==> src/rtl/cpu_pkg.sv <==
// Shared CPU definitions: register-address width and the bypass-bus packing
// used by the EXE/MEM/WB producers and every operand consumer.
package cpu_pkg;

    localparam int REG_ADDR_W = 5;

    // Bypass buses are flat vectors with port b's field starting at b*width.
    localparam int BYP_ADDR_W = REG_ADDR_W;

    function automatic int byp_addr_lsb(input int b);
        return b * BYP_ADDR_W;
    endfunction

    function automatic int byp_data_lsb(input int b, input int xlen);
        return b * xlen;
    endfunction

endpackage

==> src/rtl/operand_select.sv <==
// Resolves one source slot: immediate, hard-wired r0, youngest matching
// bypass port, or register-file data, in that priority.
module operand_select
    import cpu_pkg::*;
#(
    parameter int XLEN    = 32,
    parameter int NUM_BYP = 3
) (
    input  logic                          en_i,
    input  logic [REG_ADDR_W-1:0]         addr_i,
    input  logic [XLEN-1:0]               imm_i,
    input  logic [XLEN-1:0]               rf_rdata_i,
    input  logic [NUM_BYP-1:0]            byp_valid_i,
    input  logic [NUM_BYP-1:0]            byp_wen_i,
    input  logic [NUM_BYP*REG_ADDR_W-1:0] byp_addr_i,
    input  logic [NUM_BYP-1:0]            byp_data_ok_i,
    input  logic [NUM_BYP*XLEN-1:0]       byp_data_i,
    output logic [XLEN-1:0]               operand_o,
    output logic                          ready_o
);

    logic hit;

    always_comb begin
        operand_o = '0;
        ready_o   = 1'b1;
        hit       = 1'b0;
        if (!en_i) begin
            operand_o = imm_i;
        end else if (addr_i != '0) begin
            operand_o = rf_rdata_i;
            // Ascending scan with a sticky hit flag makes the youngest port win.
            for (int b = 0; b < NUM_BYP; b++) begin
                if (!hit && byp_valid_i[b] && byp_wen_i[b] &&
                    byp_addr_i[byp_addr_lsb(b) +: REG_ADDR_W] == addr_i) begin
                    hit       = 1'b1;
                    ready_o   = byp_data_ok_i[b];
                    operand_o = byp_data_ok_i[b] ? byp_data_i[byp_data_lsb(b, XLEN) +: XLEN] : '0;
                end
            end
        end
    end

endmodule

==> src/rtl/operand_issue_stage.sv <==
// Single-entry decode-to-execute issue stage: holds one instruction, gathers
// its operands from RF/bypass/immediate and issues with valid/ready.
module operand_issue_stage
    import cpu_pkg::*;
#(
    parameter int XLEN      = 32,
    parameter int NUM_SRC   = 3,
    parameter int NUM_BYP   = 3,
    parameter int PAYLOAD_W = 96
) (
    input  logic                          clk,
    input  logic                          reset,
    input  logic                          in_valid,
    output logic                          in_ready,
    input  logic [PAYLOAD_W-1:0]          in_payload,
    input  logic [NUM_SRC-1:0]            in_src_en,
    input  logic [NUM_SRC*REG_ADDR_W-1:0] in_src_addr,
    input  logic [NUM_SRC*XLEN-1:0]       in_src_imm,
    output logic [NUM_SRC*REG_ADDR_W-1:0] rf_raddr,
    input  logic [NUM_SRC*XLEN-1:0]       rf_rdata,
    input  logic [NUM_BYP-1:0]            byp_valid,
    input  logic [NUM_BYP-1:0]            byp_wen,
    input  logic [NUM_BYP*REG_ADDR_W-1:0] byp_addr,
    input  logic [NUM_BYP-1:0]            byp_data_ok,
    input  logic [NUM_BYP*XLEN-1:0]       byp_data,
    input  logic                          flush,
    output logic                          out_valid,
    input  logic                          out_ready,
    output logic [PAYLOAD_W-1:0]          out_payload,
    output logic [NUM_SRC*XLEN-1:0]       out_src,
    output logic [31:0]                   stall_cnt
);

    typedef struct packed {
        logic                          valid;
        logic [PAYLOAD_W-1:0]          payload;
        logic [NUM_SRC-1:0]            src_en;
        logic [NUM_SRC*REG_ADDR_W-1:0] src_addr;
        logic [NUM_SRC*XLEN-1:0]       src_imm;
    } entry_t;

    entry_t                  entry_q, entry_d;
    logic [31:0]             stall_cnt_q, stall_cnt_d;
    logic [NUM_SRC-1:0]      slot_ready;
    logic [NUM_SRC*XLEN-1:0] slot_operand;
    logic                    all_ready;

    for (genvar s = 0; s < NUM_SRC; s++) begin : g_slot
        operand_select #(
            .XLEN    (XLEN),
            .NUM_BYP (NUM_BYP)
        ) u_sel (
            .en_i          (entry_q.src_en[s]),
            .addr_i        (entry_q.src_addr[s*REG_ADDR_W +: REG_ADDR_W]),
            .imm_i         (entry_q.src_imm[s*XLEN +: XLEN]),
            .rf_rdata_i    (rf_rdata[s*XLEN +: XLEN]),
            .byp_valid_i   (byp_valid),
            .byp_wen_i     (byp_wen),
            .byp_addr_i    (byp_addr),
            .byp_data_ok_i (byp_data_ok),
            .byp_data_i    (byp_data),
            .operand_o     (slot_operand[s*XLEN +: XLEN]),
            .ready_o       (slot_ready[s])
        );
    end

    assign all_ready   = &slot_ready;
    assign out_valid   = entry_q.valid & all_ready & ~flush;
    assign out_payload = entry_q.payload;
    assign out_src     = entry_q.valid ? slot_operand : '0;
    assign rf_raddr    = entry_q.src_addr;
    // Deliberately flush-independent so upstream never sees a flush-to-ready path.
    assign in_ready    = ~entry_q.valid | (all_ready & out_ready);
    assign stall_cnt   = stall_cnt_q;

    always_comb begin
        entry_d = entry_q;
        if (flush) begin
            entry_d.valid = 1'b0;
        end else if (in_ready) begin
            entry_d.valid = in_valid;
            if (in_valid) begin
                entry_d.payload  = in_payload;
                entry_d.src_en   = in_src_en;
                entry_d.src_addr = in_src_addr;
                entry_d.src_imm  = in_src_imm;
            end
        end
    end

    always_comb begin
        stall_cnt_d = stall_cnt_q;
        if (entry_q.valid && !all_ready && !flush && stall_cnt_q != '1)
            stall_cnt_d = stall_cnt_q + 32'd1;
    end

    always_ff @(posedge clk) begin
        if (reset) begin
            entry_q     <= '0;
            stall_cnt_q <= '0;
        end else begin
            entry_q     <= entry_d;
            stall_cnt_q <= stall_cnt_d;
        end
    end

endmodule

==> config.mk <==
export PLATFORM = sky130hd
export DESIGN_NAME = operand_issue_stage
export DESIGN_NICKNAME = d
export VERILOG_FILES = /design/src/rtl/cpu_pkg.sv /design/src/rtl/operand_select.sv /design/src/rtl/operand_issue_stage.sv
export SDC_FILE = /design/constraint.sdc
export NUM_CORES = 1
export LEC_CHECK = 0
export ABC_AREA = 1
export BUFFER_PORTS_ARGS = -buffer_cell sky130_fd_sc_hd__buf_2
export CORE_AREA = 2 2 259 261
export CTS_CLUSTER_DIAMETER = 150
export DETAILED_ROUTE_END_ITERATION = 8
export DIE_AREA = 0 0 261 263
export GPL_ROUTABILITY_DRIVEN = 0
export SLEW_MARGIN = 20
export SYNTH_ARGS = -nofsm -noshare
export SYNTH_HDL_FRONTEND = slang
export SYNTH_SLANG_ARGS = --single-unit
==> constraint.sdc <==
create_clock -name clk -period 2.6 [get_ports clk]
set_input_delay 0 -clock clk [delete_from_list [all_inputs] [get_ports clk]]
set_output_delay 0 -clock clk [all_outputs]
set_load 0.05 [all_outputs]
# Word level (Yosys, flattened, before mapping)
# Cells that the tools add are included.
# op_classes
n_mul,0
add_sub_neg,1
div_mod_pow,0
n_bitwise,6
eq_ne,10
magnitude_cmp,0
n_shift,0
reduce_logical,39
n_mux,52
# op_table
operator,count
$mux W32,18
$mux W96,1
$eq A5 B5 Y1,9
$mux W1,33
$add A32 B1 Y32 const B,1
$ne A32 B32 Y1 const B,1
$logic_and A1 B1 Y1,25
$reduce_bool A5 Y1,3
$logic_not A1 Y1,8
$reduce_and A3 Y1,2
$and A1 B1 Y1,3
$not A1 Y1,2
$reduce_or A2 Y1,1
$or A1 B1 Y1,1
# word_totals
latchBits,0
input_bits,431
output_inout_bits,241
ff_bits,243
mem_bits_rw,0
romBits,0
elab_cells,114
mem_count,0

# Longest topological paths before layout
# depth
word_depth,24
ltp_mapped,17
depth_no_buf,17

# Hierarchy
# A second synthesis with hierarchy kept.
# unflattened
hier_cells,3362
area_unflattened_um2,18231.2
# modules_own_cells
module,area_per_inst_um2,cells_per_inst,n_inst,seq_area_each_um2
operand_issue_stage,10866.7,1562,1,4864.7
operand_select,2454.9,600,3,0.0

# Worst setup path after synthesis
# OpenSTA, ideal clock, no wires.
# synth_path
kind,register -> output
start,register entry_q (netlist bit rf_raddr[7])
end,output port out_valid
path_slack_ns,-0.099
n_path_buf,2
t_required_ns,2.600
path_stages_with_launch,15
arrival_ns,2.699
cell_sequence,dfxtp_1 -> inv_2 -> nand2_1 -> nand2_1 -> nor2_1 -> nand2_2 -> nor2_8 -> nand3_2 -> nor2_1 -> nor2_1 -> nand2_1 -> nand3_1 -> buf_2 -> buf_4 -> nor3_1
# synth_via
elab_chain_cells,22
word_cells_on_any_way,27
cone_classes,3 x eq/ne; 11 x mux; 2 x bitwise; 11 x reduce/logical
# synth_rtl
item,line,rtl
start: declaration,operand_issue_stage.sv:42,"entry_t entry_q, entry_d;"
start signal: assignment,operand_issue_stage.sv:102,entry_q <= entry_d;
$eq A5 B5 Y1,operand_select.sv:35,byp_addr_i[byp_addr_lsb(b) +: REG_ADDR_W] == addr_i) begin
$logic_and A1 B1 Y1,operand_select.sv:34,if (!hit && byp_valid_i[b] && byp_wen_i[b] &&
$mux W1,operand_select.sv:34,
$mux W1,operand_select.sv:30,end else if (addr_i != '0) begin
$mux W1,operand_select.sv:28,if (!en_i) begin
$logic_not A1 Y1,operand_select.sv:34,
$logic_and A1 B1 Y1 (3 in series),operand_select.sv:34,
$mux W1,operand_select.sv:34,
$mux W1,operand_select.sv:30,
$mux W1,operand_select.sv:28,
$logic_not A1 Y1,operand_select.sv:34,
$logic_and A1 B1 Y1 (3 in series),operand_select.sv:34,
$mux W1,operand_select.sv:34,
$mux W1 (*),operand_select.sv:30,
$mux W1 (*),operand_select.sv:28,
$reduce_and A3 Y1 (*),operand_issue_stage.sv:67,assign all_ready = &slot_ready;
$and A1 B1 Y1 (*) (2 in series),operand_issue_stage.sv:68,assign out_valid = entry_q.valid & all_ready & ~flush;
end: declaration,operand_issue_stage.sv:27,"output logic out_valid,"
# Mark *: on every way between the ends. The rest lies on a longest branch, timed or not. The select of a mux whose other input is x is not followed.

# Worst setup path after layout
# layout_path
start,register entry_q (netlist bit rf_raddr[3])
end,output port out_src[20]
# layout_via
elab_chain_cells,20
word_cells_on_any_way,25
cone_classes,3 x eq/ne; 12 x mux; 10 x reduce/logical
# layout_rtl
item,line,rtl
$eq A5 B5 Y1,operand_select.sv:35,
$logic_and A1 B1 Y1,operand_select.sv:34,
$mux W1,operand_select.sv:34,
$mux W1,operand_select.sv:30,
$mux W1,operand_select.sv:28,
$logic_not A1 Y1,operand_select.sv:34,
$logic_and A1 B1 Y1 (3 in series),operand_select.sv:34,
$mux W1,operand_select.sv:34,
$mux W1,operand_select.sv:30,
$mux W1,operand_select.sv:28,
$logic_not A1 Y1,operand_select.sv:34,
$logic_and A1 B1 Y1 (3 in series),operand_select.sv:34,
$mux W32,operand_select.sv:34,
$mux W32 (*),operand_select.sv:30,
$mux W32 (*),operand_select.sv:28,
$mux W96 (*),operand_issue_stage.sv:70,assign out_src = entry_q.valid ? slot_operand : '0;
end: declaration,operand_issue_stage.sv:30,"output logic [NUM_SRC*XLEN-1:0] out_src,"
# Marked as above.

==> impl_metrics.json <==
{
  "cp-start-kind": "register",
  "timing.critical_path.buf_inv": 5,
  "cts-htree-levels": 1,
  "p_leak_nw": 13.9,
  "max_freq_ghz": 0.346,
  "violations": "setup timing",
  "seqPwrFrac": 0.342,
  "crit_slowest_cell": "dfxtp_4",
  "synth_seq_area_share": 0.278,
  "power_density_mw_per_mm2": 414,
  "ant_nets": 0,
  "hold_violations": 0,
  "status": "finished, violations left",
  "critPathRequiredTime_ns": 2.60,
  "vias": 24000,
  "fp.dieW_um": 261,
  "die_y_um": 263,
  "grt_pass1_vias": 22200,
  "firstDrtPassIters": 6,
  "setup_slack_ns": -0.289,
  "async_flop_share": 0,
  "fin_worst_hold_slack_ns": 0.200,
  "drc": 0,
  "worstPathArrival_ns": 2.89,
  "netlist_instances": 2940,
  "synthesis.area_mm2": 0.0175,
  "cp_top_family": "buffers and inverters",
  "grt_first_pass_wirelength_um": 144000,
  "clkPwrFrac": 0.364,
  "cap_violations": 0,
  "clk_path_buf_depth": 3,
  "post-place-ws_ns": -0.0584,
  "syn_avg_cell_area_um2": 5.96,
  "synthTopCellsByArea": "dfxtp_1 (28%), nand2_1 (16%), a21oi_1 (12%), inv_1 (7.0%), nand3_1 (6.9%)",
  "hpwl_um": 70200,
  "io_pins": 672,
  "worstSetupPathType": "register to output port",
  "worst_slew_pin_slew_ns": 0.673,
  "antenna_found_initial": 35,
  "synth_flop_cell": "dfxtp_1",
  "yosysTopAreaCellShare": 0.278,
  "nFillCells": 6704,
  "track_usage": 0.279,
  "ys_types": 34,
  "placed_area_mm2": 0.0219,
  "avgRoutedWirePerCell_um": 22.2,
  "routed_via_density": 5.12,
  "num_rows": 94,
  "numCtsBuffers": 30,
  "clkTransAtPathRegs_ns": 0.06,
  "post-route-period-util": 1.11,
  "switching_share": 0.341,
  "drv_slew": 0,
  "p_switching_mw": 4.08,
  "grt_overflow_total": 0,
  "num-nets-final": 4206,
  "hold_path_class": "input pin to register",
  "drive_above_1_share": 0.338,
  "dp_cells": 4281,
  "cts_sinks": 243,
  "final_cells": 4683,
  "fp.dieArea_mm2": 0.0686,
  "crit_fanout": 17,
  "grt_max_degree": 106,
  "maxSlewHeadroom": 0.550,
  "setup_viol": 311,
  "synth_edf_count": 0,
  "min_period_ns": 2.89,
  "start_util": 0.267,
  "design_area_mm2": 0.0289,
  "finalClockSkew_ns": 0.0322,
  "ir_worst_vdd_v": 0.000432,
  "power.internal_mw": 7.88,
  "cts_tree": "yes",
  "path_cells": "buf_6 > nor3_1 > nand3_1 > nand2_1 > buf_6 > buf_6 > a21oi_2 > o211ai_1 > a21oi_1 > buf_4 > buf_12",
  "core-area_mm2": 0.0656,
  "ys_top_cells_by_count": "nand2_1 (749), a21oi_1 (410), inv_1 (326)",
  "rsz0062_at_grt": "true",
  "synth-seq-cells": 243,
  "synth_area_leader_cell": "dfxtp_1",
  "cp_common_cell": "buf_6",
  "syn_nets": 3372,
  "cts-root-buf": "clkbuf_16",
  "crit_path_end_kind": "output port",
  "yosysMostFrequentCell": "nand2_1",
  "numPortBuffers": 671,
  "wl_um": 104000,
  "clk_latency_ns": 0.60,
  "drt_iter0_markers": 2234,
  "syn2layout_area_growth_pct": 64.9,
  "cpPeakStageDelay_ns": 0.36,
  "ys_warn_count": 0,
  "power.share.combinational": 0.294
}
==> tightest hold or removal path: cells and delay by family <==
kind / cells / cell delay (ns)
AOI/OAI and AO/OA: 1 / 0.07
buffers and inverters: 4 / 0.43
and+or+nand+nor: 2 / 0.24
==> power by group through the flow <==
stage          clock network, mW  logic, mW  registers, mW
2_1_floorplan                  0       1.87           4.13
3_3_place_gp                   0       2.76           4.16
3_5_place_dp                   0       2.77           4.16
4_1_cts                     4.46       3.32           4.09
5_1_grt                     4.61       3.76           4.11
6_report                    4.35       3.52           4.09
==> per-layer routing <==
metal	part of all wire	vias up	global-route usage
li1	-	11100	-
met4	0.060	28	0.139
met5	0.0019	-	0
met3	0.11	343	0.0785
met2	0.45	1428	0.460
met1	0.38	11000	0.331
==> cell families (layout without fill, tap and decap cells) <==
family	after synthesis	in the layout	share of synthesized area
AOI/OAI and AO/OA	620	620	0.195
xor gates and xnor gates	29	29	0.0145
adders and majority gates	1	1	0.000714
buffers and inverters	674	1530	0.187
DFF	243	243	0.278
other	0	23	0
and+or+nand+nor	1373	1373	0.325
==> cells in the final DEF (no fill, tap or decap), types with 23 or more instances in the layout <==
cell type,instances
nand2_2,41
nand4_1,45
buf_12,77
dlygate4sd3_1,213
buf_6,78
o21ai_0,29
a21oi_2,104
nand2_1,706
o211ai_1,31
o21ai_1,26
o22ai_1,29
xor2_1,24
diode_2,23
nand3_1,227
buf_4,138
a21oi_1,295
buf_2,575
inv_1,321
clkbuf_16,46
nor2_1,277
dfxtp_1,228
==> through the flow <==
step | utilization | power (mW) | setup TNS [ns]
5_1_grt | 0.440 | 12.5 | -79.70
6_report | 0.440 | 12.0 | -29.91
2_1_floorplan | - | 5.99 | 0
4_1_cts | 0.422 | 11.9 | -10.48
3_5_place_dp | 0.334 | 6.93 | -2.45
3_3_place_gp | 0.334 | 6.92 | -0.0288
==> registers in the layout, summed over array words and instances, names as in the netlist <==
register,cells
entry_q,100
out_payload,96
rf_raddr,15
stall_cnt,32
==> area by class of cell <==
cell class,instances,area [um^2],area share
multi-input cells,2023,10800,0.374
repair buffers,1129,9640,0.334
flip-flops and latches,243,4920,0.170
inverters,346,1380,0.0477
well taps,864,1080,0.0374
clock buffers,47,946,0.0327
clock inverters,7,66.3,0.00229
diodes,23,57.6,0.00199
repair inverters,1,11.3,0.000390
==> what timing repair did <==
item,4_1_cts,5_1_grt
resized for setup,457,164
setup buffers,50,36
endpoints found under the hold margin,235,0
gates cloned,22,16
setup endpoints to repair,193,340
pin swaps,128,109
hold buffers,213,0
==> final timing paths <==
check	startpoint	to	slack, ns	depth (start not counted)
setup / recovery	rf_raddr[3]$_SDFFE_PP0P_	out_src[20]	-0.29	11
hold / removal	out_ready	entry_q[210]$_SDFFE_PP0P_	0.20	7
setup reg to reg	rf_raddr[0]$_SDFFE_PP0P_	entry_q[59]$_SDFFE_PP0P_	-0.22	21
hold reg to reg	entry_q[57]$_SDFFE_PP0P_	entry_q[57]$_SDFFE_PP0P_	0.47	2
Note: power is estimated with default switching activity, not from simulation.
